===== config.mk =====
export PLATFORM = sky130hd
export DESIGN_NAME = y86_pipe_skid
export DESIGN_NICKNAME = d
export VERILOG_FILES = /design/src/rtl/y86_pipe_skid.sv
export SDC_FILE = /design/constraint.sdc
export NUM_CORES = 1
export LEC_CHECK = 0
export CAP_MARGIN = 30
export CELL_PAD_IN_SITES_DETAIL_PLACEMENT = 0
export CELL_PAD_IN_SITES_GLOBAL_PLACEMENT = 1
export CORE_MARGIN = 10
export CORE_UTILIZATION = 26
export CTS_CLUSTER_DIAMETER = 120
export DETAILED_ROUTE_END_ITERATION = 10
export HOLD_SLACK_MARGIN = 0.06
export PLACE_DENSITY = 0.57
export SYNTH_ARGS = -nofsm -noshare
export SYNTH_HDL_FRONTEND = slang
export SYNTH_SLANG_ARGS = --single-unit

===== constraint.sdc =====
create_clock -name clk -period 2 [get_ports clk]
set_input_delay 0.2 -clock clk [delete_from_list [all_inputs] [get_ports clk]]
set_output_delay 0.2 -clock clk [all_outputs]
set_load 0.02 [all_outputs]

===== src/rtl/y86_pipe_skid.sv =====
// Two-entry skid buffer between Y86 pipeline stages. out_* comes straight from the main register.
// in_ready is registered. Define Y86_PIPE_STALL_CNT_EN to add the saturating stall_cnt counter.
module y86_pipe_skid #(
  parameter int              WIDTH      = 32,
  parameter logic [WIDTH-1:0] BUBBLE_VAL = '0
`ifdef Y86_PIPE_STALL_CNT_EN
  , parameter int            CNT_W      = 16
`endif
) (
  input  logic             clk,
  input  logic             rst,
  input  logic             in_valid,
  output logic             in_ready,
  input  logic [WIDTH-1:0] in_data,
  input  logic             flush,
  output logic             out_valid,
  input  logic             out_ready,
  output logic [WIDTH-1:0] out_data
`ifdef Y86_PIPE_STALL_CNT_EN
  , output logic [CNT_W-1:0] stall_cnt
`endif
);

  typedef enum logic [1:0] {EMPTY, ONE, FULL} stateT;

  stateT            state, stateNext;
  logic [WIDTH-1:0] mainData, mainDataNext;
  logic [WIDTH-1:0] skidData, skidDataNext;
  logic             mainValid, skidValid;
  logic             inXfer, outXfer;

  assign out_valid = mainValid;
  assign out_data  = mainData;
  assign in_ready  = ~skidValid;

  assign inXfer  = in_valid & ~skidValid;
  assign outXfer = mainValid & out_ready;

  always_ff @(posedge clk or negedge rst) begin
    if (!rst) begin
      state     <= EMPTY;
      mainData  <= BUBBLE_VAL;
      skidData  <= BUBBLE_VAL;
      mainValid <= 1'b0;
      skidValid <= 1'b0;
    end else begin
      state     <= stateNext;
      mainData  <= mainDataNext;
      skidData  <= skidDataNext;
      mainValid <= (stateNext != EMPTY);
      skidValid <= (stateNext == FULL);
    end
  end

  always_comb begin
    stateNext    = state;
    mainDataNext = mainData;
    skidDataNext = skidData;
    if (flush) begin
      // Flush squashes everything, including a transfer offered this cycle.
      stateNext    = EMPTY;
      mainDataNext = BUBBLE_VAL;
      skidDataNext = BUBBLE_VAL;
    end else begin
      case (state)
        EMPTY: begin
          if (inXfer) begin
            mainDataNext = in_data;
            stateNext    = ONE;
          end
        end
        ONE: begin
          if (inXfer && outXfer) begin
            mainDataNext = in_data;
          end else if (inXfer) begin
            skidDataNext = in_data;
            stateNext    = FULL;
          end else if (outXfer) begin
            stateNext = EMPTY;
          end
        end
        FULL: begin
          if (outXfer) begin
            mainDataNext = skidData;
            stateNext    = ONE;
          end
        end
        default: stateNext = EMPTY;
      endcase
    end
  end

`ifdef Y86_PIPE_STALL_CNT_EN
  logic [CNT_W-1:0] stallCnt;

  assign stall_cnt = stallCnt;

  always_ff @(posedge clk or negedge rst) begin
    if (!rst) begin
      stallCnt <= '0;
    end else if (mainValid && !out_ready && (stallCnt != {CNT_W{1'b1}})) begin
      stallCnt <= stallCnt + 1'b1;
    end
  end
`endif

endmodule


==> results of run 1 <==
## layer usage
metal  up-vias  share of wire (%)  GRT usage (%)  wire [um]
met3         9                5.6           3.70        615
li1       1377                  -              -          -
met2        69                 45           18.3       5010
met1      1455                 48           16.7       5290
met5         -                  0              0          0
met4         0                1.3           4.90        146
## final cells by class
cell class | count | area [um2] | area share, %
multi-input combinational | 211 | 1520 | 32.7
tap | 172 | 215 | 4.63
clock inverter | 1 | 7.51 | 0.162
clock buffer | 14 | 264 | 5.68
timing repair buffer | 93 | 931 | 20.0
inverter | 2 | 11.3 | 0.242
sequential | 68 | 1700 | 36.6
## worst max-delay path, cell delays in order, from the launching register on
cell and delay [ns]:
dfrtp_1 0.51, and4b_1 0.28, buf_12 0.17, a211o_4 0.49, a211oi_1 0.28
## state kept, by name, indices dropped and copies added (netlist names)
name,count
out_data,32
out_valid,1
skidData,32
skidValid,1
state,2
## cells by family after synthesis
logic type	Yosys count
buffers and inverters	42
AO/OA/AOI/OAI	137
flip-flops	68
multiplexers	32
AND/OR/NAND/NOR	42
## cell usage in the layout (no fill, tap or decap)
cell,Yosys,layout
a21bo_2,1,1
a2111oi_1,1,1
a211o_4,1,1
clkbuf_1,32,3
o21ai_0,32,32
and4b_1,2,2
a21boi_4,0,1
nand3_1,32,32
clkinvlp_4,0,2
buf_12,0,5
a21oi_1,34,34
clkdlybuf4s50_1,0,68
a22oi_1,1,1
nor4b_4,0,1
nand2_1,1,1
dfrtp_1,68,68
a31oi_1,1,1
buf_4,1,18
inv_1,2,1
clkbuf_16,0,9
nand2b_1,1,1
clkbuf_8,0,2
a211oi_1,31,31
o21ba_2,1,1
nor2_1,2,2
dlygate4sd3_1,0,1
or3b_2,1,1
mux2i_1,32,32
nor2b_4,0,1
a2111oi_0,31,31
buf_2,4,1
a211oi_2,1,1
o21bai_1,1,1
nor3b_4,0,1
## through the flow
stage                     std cells  setup TNS, ns  cell area, um2
after floorplan                 321              0            3370
after global placement          544              0            4360
after detailed placement        544       -0.00111            4360
after CTS                       560              0            4640
after global routing            561              0            4650
final                           561              0            4650
## Yosys cell counts
library cell / number / area, um2
a21boi_1: 1 / 7.51
nor2_1: 2 / 7.51
a31oi_1: 1 / 6.26
nor3b_2: 1 / 12.5
o21ai_0: 32 / 160
a211oi_1: 31 / 233
a211o_4: 1 / 17.5
nand2_1: 1 / 3.75
and4b_1: 2 / 20.0
nand2b_1: 1 / 6.26
a2111oi_0: 31 / 272
dfrtp_1: 68 / 1700
o21ba_2: 1 / 10.0
nor2b_1: 1 / 6.26
o21bai_1: 1 / 7.51
buf_2: 4 / 20.0
a21oi_1: 34 / 170
clkbuf_1: 32 / 120
a211oi_2: 1 / 12.5
inv_1: 2 / 7.51
a22oi_1: 1 / 7.51
mux2i_1: 32 / 320
a2111oi_1: 1 / 10.0
nor4b_2: 1 / 15.0
a21bo_2: 1 / 10.0
buf_6: 3 / 33.8
nand3_1: 32 / 160
buf_4: 1 / 7.51
or3b_2: 1 / 8.76
## power breakdown
part | switching [mW] | leakage [nW] | internal [mW]
registers | 0.0909 | 0.915 | 1.50
clock network | 0.563 | 0.129 | 0.901
logic | 0.557 | 0.689 | 0.438
total | 1.21 | 1.73 | 2.84
## how the worst max path moves through the flow
stage                               endpoint  slack, ns  cells after the start
detailed placement  out_data[12]$_DFFE_PN0P_     -0.001                      6
finish              out_data[12]$_DFFE_PN0P_       0.16                      4
global route        out_data[20]$_DFFE_PN0P_       0.02                      4
CTS                 out_data[13]$_DFFE_PN0P_       0.13                      4
global placement    out_data[30]$_DFFE_PN0P_       0.03                      6
floorplan            out_data[8]$_DFFE_PN0P_       0.36                      5
## what timing repair did
item                                    4_1_cts  5_1_grt
buffers inserted                              0        1
hold buffers                                  1        0
resized for setup                             0        1
endpoints found under the setup margin        0        1
endpoints found under the hold margin        68        0
==> impl_metrics.py, run 1 <==
metrics = {
    "yosys": {
        "synth_xor_xnor_area_share_pct": 0,
        "syn_nets": 358,
        "ys_seq_elements": 68,
        "synth-compound-area-share_pct": 27.4,
        "synth_area_per_cell_um2": 10.5,
        "synth_cell_type_count": 29,
        "synthesis.area_um2": 3370,
        "yosysSeqAreaShare_pct": 50.4,
        "synth-adder-area-share_pct": 0,
        "synth_top_family_by_area": "compound AO/OA/AOI/OAI gates",
        "synth_mux_area_share_pct": 9.49,
        "synthSimpleGateAreaFrac_pct": 7.12,
        "synthCells": 321,
        "ys_warn_count": 0,
    },
    "sta": {
        "worst_slew_pin_slew_ns": 0.914,
        "holdWs_ns": 0.297,
        "finalHoldViolCount": 0,
        "slew_headroom_pct": 39.1,
        "fin_crit_sh_pct": 92.1,
        "grt_setup_unrepaired": "no",
        "finalSetupViolCount": 0,
        "fin_ws_ns": 0.159,
        "fin_crit_ns": 1.84,
        "fin_skew_ns": 0.00378,
        "slew_viol_final": 0,
        "max_freq_ghz": 0.543,
    },
    "status": {
        "status": "finished clean",
    },
    "hold_path": {
        "hold_path_depth": 2,
        "min_from": "flush",
        "hp-class": "in2reg",
        "worstHoldEndpoint": "skidData[3]$_DFFE_PN0P_",
    },
    "critical_path": {
        "critPathLaunchType": "flip-flop",
        "worstPathRequired_ns": 2.23,
        "reg2reg_depth": 4,
        "cp_data_arrival_time_ns": 2.07,
        "r2r_start": "state[1]$_DFF_PN0_",
        "worstSetupPathType": "reg2reg",
        "setup.worst_path.end_class": "flip-flop",
        "r2r-end": "out_data[12]$_DFFE_PN0P_",
        "startpoint": "state[1]$_DFF_PN0_",
        "crit_fanout": 33,
        "regToRegSetupSlack_ns": 0.16,
    },
    "clock_tree": {
        "clock_tree.buffer_depth": 2,
        "htreeDepth": 3,
        "cts_root_buf": "clkbuf_16",
        "cts.sinks": 68,
        "clk_latency_ns": 0.33,
        "cts_buffers": 9,
        "cts_tree": "yes",
        "path_clk_slew_ns": 0.05,
    },
    "detailed_routing": {
        "postRouteAntennaNets": 0,
        "vias_per_cell": 5.19,
        "routedWlPerCell_um": 19.7,
        "dr_total_vias": 2910,
        "drt_iter0_markers": 242,
        "dr.pass1.iters": 4,
        "routed_wl_mm": 11.1,
        "drc_errors": 0,
    },
    "die": {
        "chipHeight_um": 134,
        "core_um2": 12700,
        "die_area_um2": 17900,
        "initial_core_util_pct": 26.6,
        "rows": 41,
        "pin_count": 71,
        "die_w_um": 134,
    },
    "global_route": {
        "track_usage_pct": 12.5,
        "grt_overflow": 0,
        "grt_antenna_before_repair": 0,
        "grt_pass1_vias": 2980,
        "grt_start_max_net_pins": 69,
        "grt_pass1_wl_mm": 17.7,
    },
    "final_layout": {
        "final_nets": 422,
        "insertedDiodeCount": 0,
        "drive_gt1_share_pct": 11.8,
        "synthToLayoutAreaGrowth_pct": 37.7,
        "fillCellCount": 1258,
        "fin_util_pct": 36.7,
    },
    "place": {
        "port_buffers": 70,
        "place_congestion": 0.698,
        "dp_hpwl_mm": 7.12,
        "post-place-ws_ns": -0.00111,
    },
    "power_and_ir_drop": {
        "irDropWorstVdd_mv": 0.309,
        "p_leak_nw": 1.73,
        "power_mw": 4.05,
        "power_density_nw_per_um2": 871,
    },
    "job": {
        "maxCapViolCount": 0,
    },
}
(Power assumes the default switching activity.)
==> run 2: changes to the inputs <==
- PLACE_DENSITY: 0.57 -> 0.56
==> impl_metrics.py, run 2 (synthesis gave the netlist of run 1 again) <==
metrics = {
    "status": {
        "status": "finished clean",
    },
    "sta": {
        "fin_skew_ns": 0.00583,
        "fin_crit_ns": 1.74,
        "finalSetupViolCount": 0,
        "slew_viol_final": 0,
        "fin_tns_setup_ns": 0,
        "slew_headroom_pct": 55.9,
        "grt_setup_unrepaired": "no",
        "finalHoldViolCount": 0,
        "worst_slew_pin_slew_ns": 0.661,
        "max_freq_ghz": 0.574,
        "fin_crit_sh_pct": 87.2,
    },
    "global_route": {
        "grt_overflow": 0,
        "top_usage_layer": "met1",
        "grt_pass1_wl_mm": 17.1,
        "track_usage_pct": 11.9,
        "grt_start_max_net_pins": 40,
        "grt_antenna_before_repair": 0,
        "use_met2_pct": 16.7,
        "use_met3_pct": 2.76,
        "grt_pass1_vias": 2867,
        "met1_usage_pct": 17.2,
    },
    "clock_tree": {
        "cts_setup_buffers": 0,
        "cts_tree": "yes",
        "htreeDepth": 3,
        "cts.sinks": 68,
        "path_clk_slew_ns": 0.05,
        "cts_buffers": 9,
        "clk_latency_ns": 0.32,
        "cts_root_buf": "clkbuf_16",
        "clock_tree.buffer_depth": 2,
    },
    "power_and_ir_drop": {
        "p_leak_nw": 1.77,
        "power_mw": 4.09,
        "power_density_nw_per_um2": 872,
        "irDropWorstVdd_mv": 0.278,
    },
    "die": {
        "pin_count": 71,
        "chipHeight_um": 134,
        "die_w_um": 134,
        "die_area_um2": 17900,
        "initial_core_util_pct": 26.6,
        "core_um2": 12700,
        "rows": 41,
    },
    "detailed_routing": {
        "routedWlPerCell_um": 19.2,
        "dr_total_vias": 2951,
        "postRouteAntennaNets": 0,
        "drc_errors": 0,
        "vias_per_cell": 5.23,
        "routed_wl_mm": 10.8,
        "drt_iter0_markers": 175,
        "dr.pass1.iters": 8,
    },
    "final_layout": {
        "insertedDiodeCount": 0,
        "synthToLayoutAreaGrowth_pct": 38.9,
        "final_cell_mix": "68 x clkdlybuf4s50_1, 68 x dfrtp_1, 34 x a21oi_1",
        "final_cells": 564,
        "fin_util_pct": 37.0,
        "fillCellCount": 1292,
        "final_nets": 426,
        "drive_gt1_share_pct": 12.5,
    },
    "critical_path": {
        "setup.worst_path.end_class": "flip-flop",
        "worstPathRequired_ns": 2.17,
        "crit_fanout": 17,
        "worstSetupPathType": "reg2reg",
        "critPathLaunchType": "flip-flop",
        "cp_data_arrival_time_ns": 1.92,
    },
    "hold_path": {
        "hp-class": "in2reg",
    },
    "place": {
        "place_inst": 549,
        "place_congestion": 0.747,
        "port_buffers": 70,
        "dp_hpwl_mm": 7.45,
    },
    "job": {
        "maxCapViolCount": 0,
    },
}
-- run 2: cell count changes in the layout (fill, tap and decap cells not counted), sizes merged --
| cell | change |
|---|---|
| buf | +4 |
| clkbuf | -3 |
| clkinv | +2 |
| clkinvlp | -2 |
| bufinv | +1 |
| inv | +1 |
-- run 2: metal layers --
metal	routed length, um	part of all wire (%)
met1	5300	49
met4	130	1.2
met2	4790	44
met5	0	0
met3	583	5.4
-- run 2: worst max-delay path: stages (launching register included) --
cell	delay (ns)
dfrtp_1	0.50
and4b_1	0.33
buf_12	0.19
a2111oi_0	0.48
a211oi_1	0.10
-- run 2: report_power, final --
group	internal, mW	total [mW]	switching [mW]	leakage, nW
combinational	0.445	1.01	0.561	0.716
clock	0.947	1.50	0.557	0.135
sequential	1.50	1.58	0.0768	0.915
-- run 2: repair_timing --
action	CTS	global route
endpoints found under the setup margin	0	0
gates resized for setup	0	0
hold buffers	1	0
hold endpoints to repair	38	0
-- run 2: layout make-up --
class                   instances  area (um2)  share of cell area, %
well taps                     172         215                   4.59
flip-flops and latches         68        1700                   36.3
clock buffers                  11         233                   4.96
repair buffers                 97         973                   20.8
multi-input cells             211        1520                   32.4
clock inverters                 3        40.0                  0.854
inverters                       2        7.51                  0.160
-- run 2: final timing paths --
path / from / end / slack [ns] / cells after the start
setup / recovery: skidValid$_DFF_PN0_ / out_data[16]$_DFFE_PN0P_ / 0.26 / 4
hold / removal: flush / state[1]$_DFF_PN0_ / 0.41 / 2
setup reg to reg: skidValid$_DFF_PN0_ / out_data[16]$_DFFE_PN0P_ / 0.26 / 4
hold reg to reg: skidData[24]$_DFFE_PN0P_ / skidData[24]$_DFFE_PN0P_ / 0.54 / 2
max in group asynchronous: rst / out_data[0]$_DFFE_PN0P_ / 1.03 / 3
min in group asynchronous: rst / skidData[24]$_DFFE_PN0P_ / 0.42 / 2
-- run 2: per-stage QoR --
stage | hold WS [ns] | area, um2 | setup slack, ns
3_5_place_dp | 0.231 | 4410 | 0.0198
6_report | 0.410 | 4690 | 0.257
2_1_floorplan | -0.0956 | 3370 | 0.357
4_1_cts | 0.405 | 4690 | 0.231
5_1_grt | 0.441 | 4690 | 0.0394
3_3_place_gp | 0.227 | 4410 | 0.0425
==> run 3: changes to the inputs <==
- CTS_CLUSTER_SIZE: unset -> 14
==> results of run 3 <==
Same layout as run 2: the final DEF is identical, and so are final timing and power.
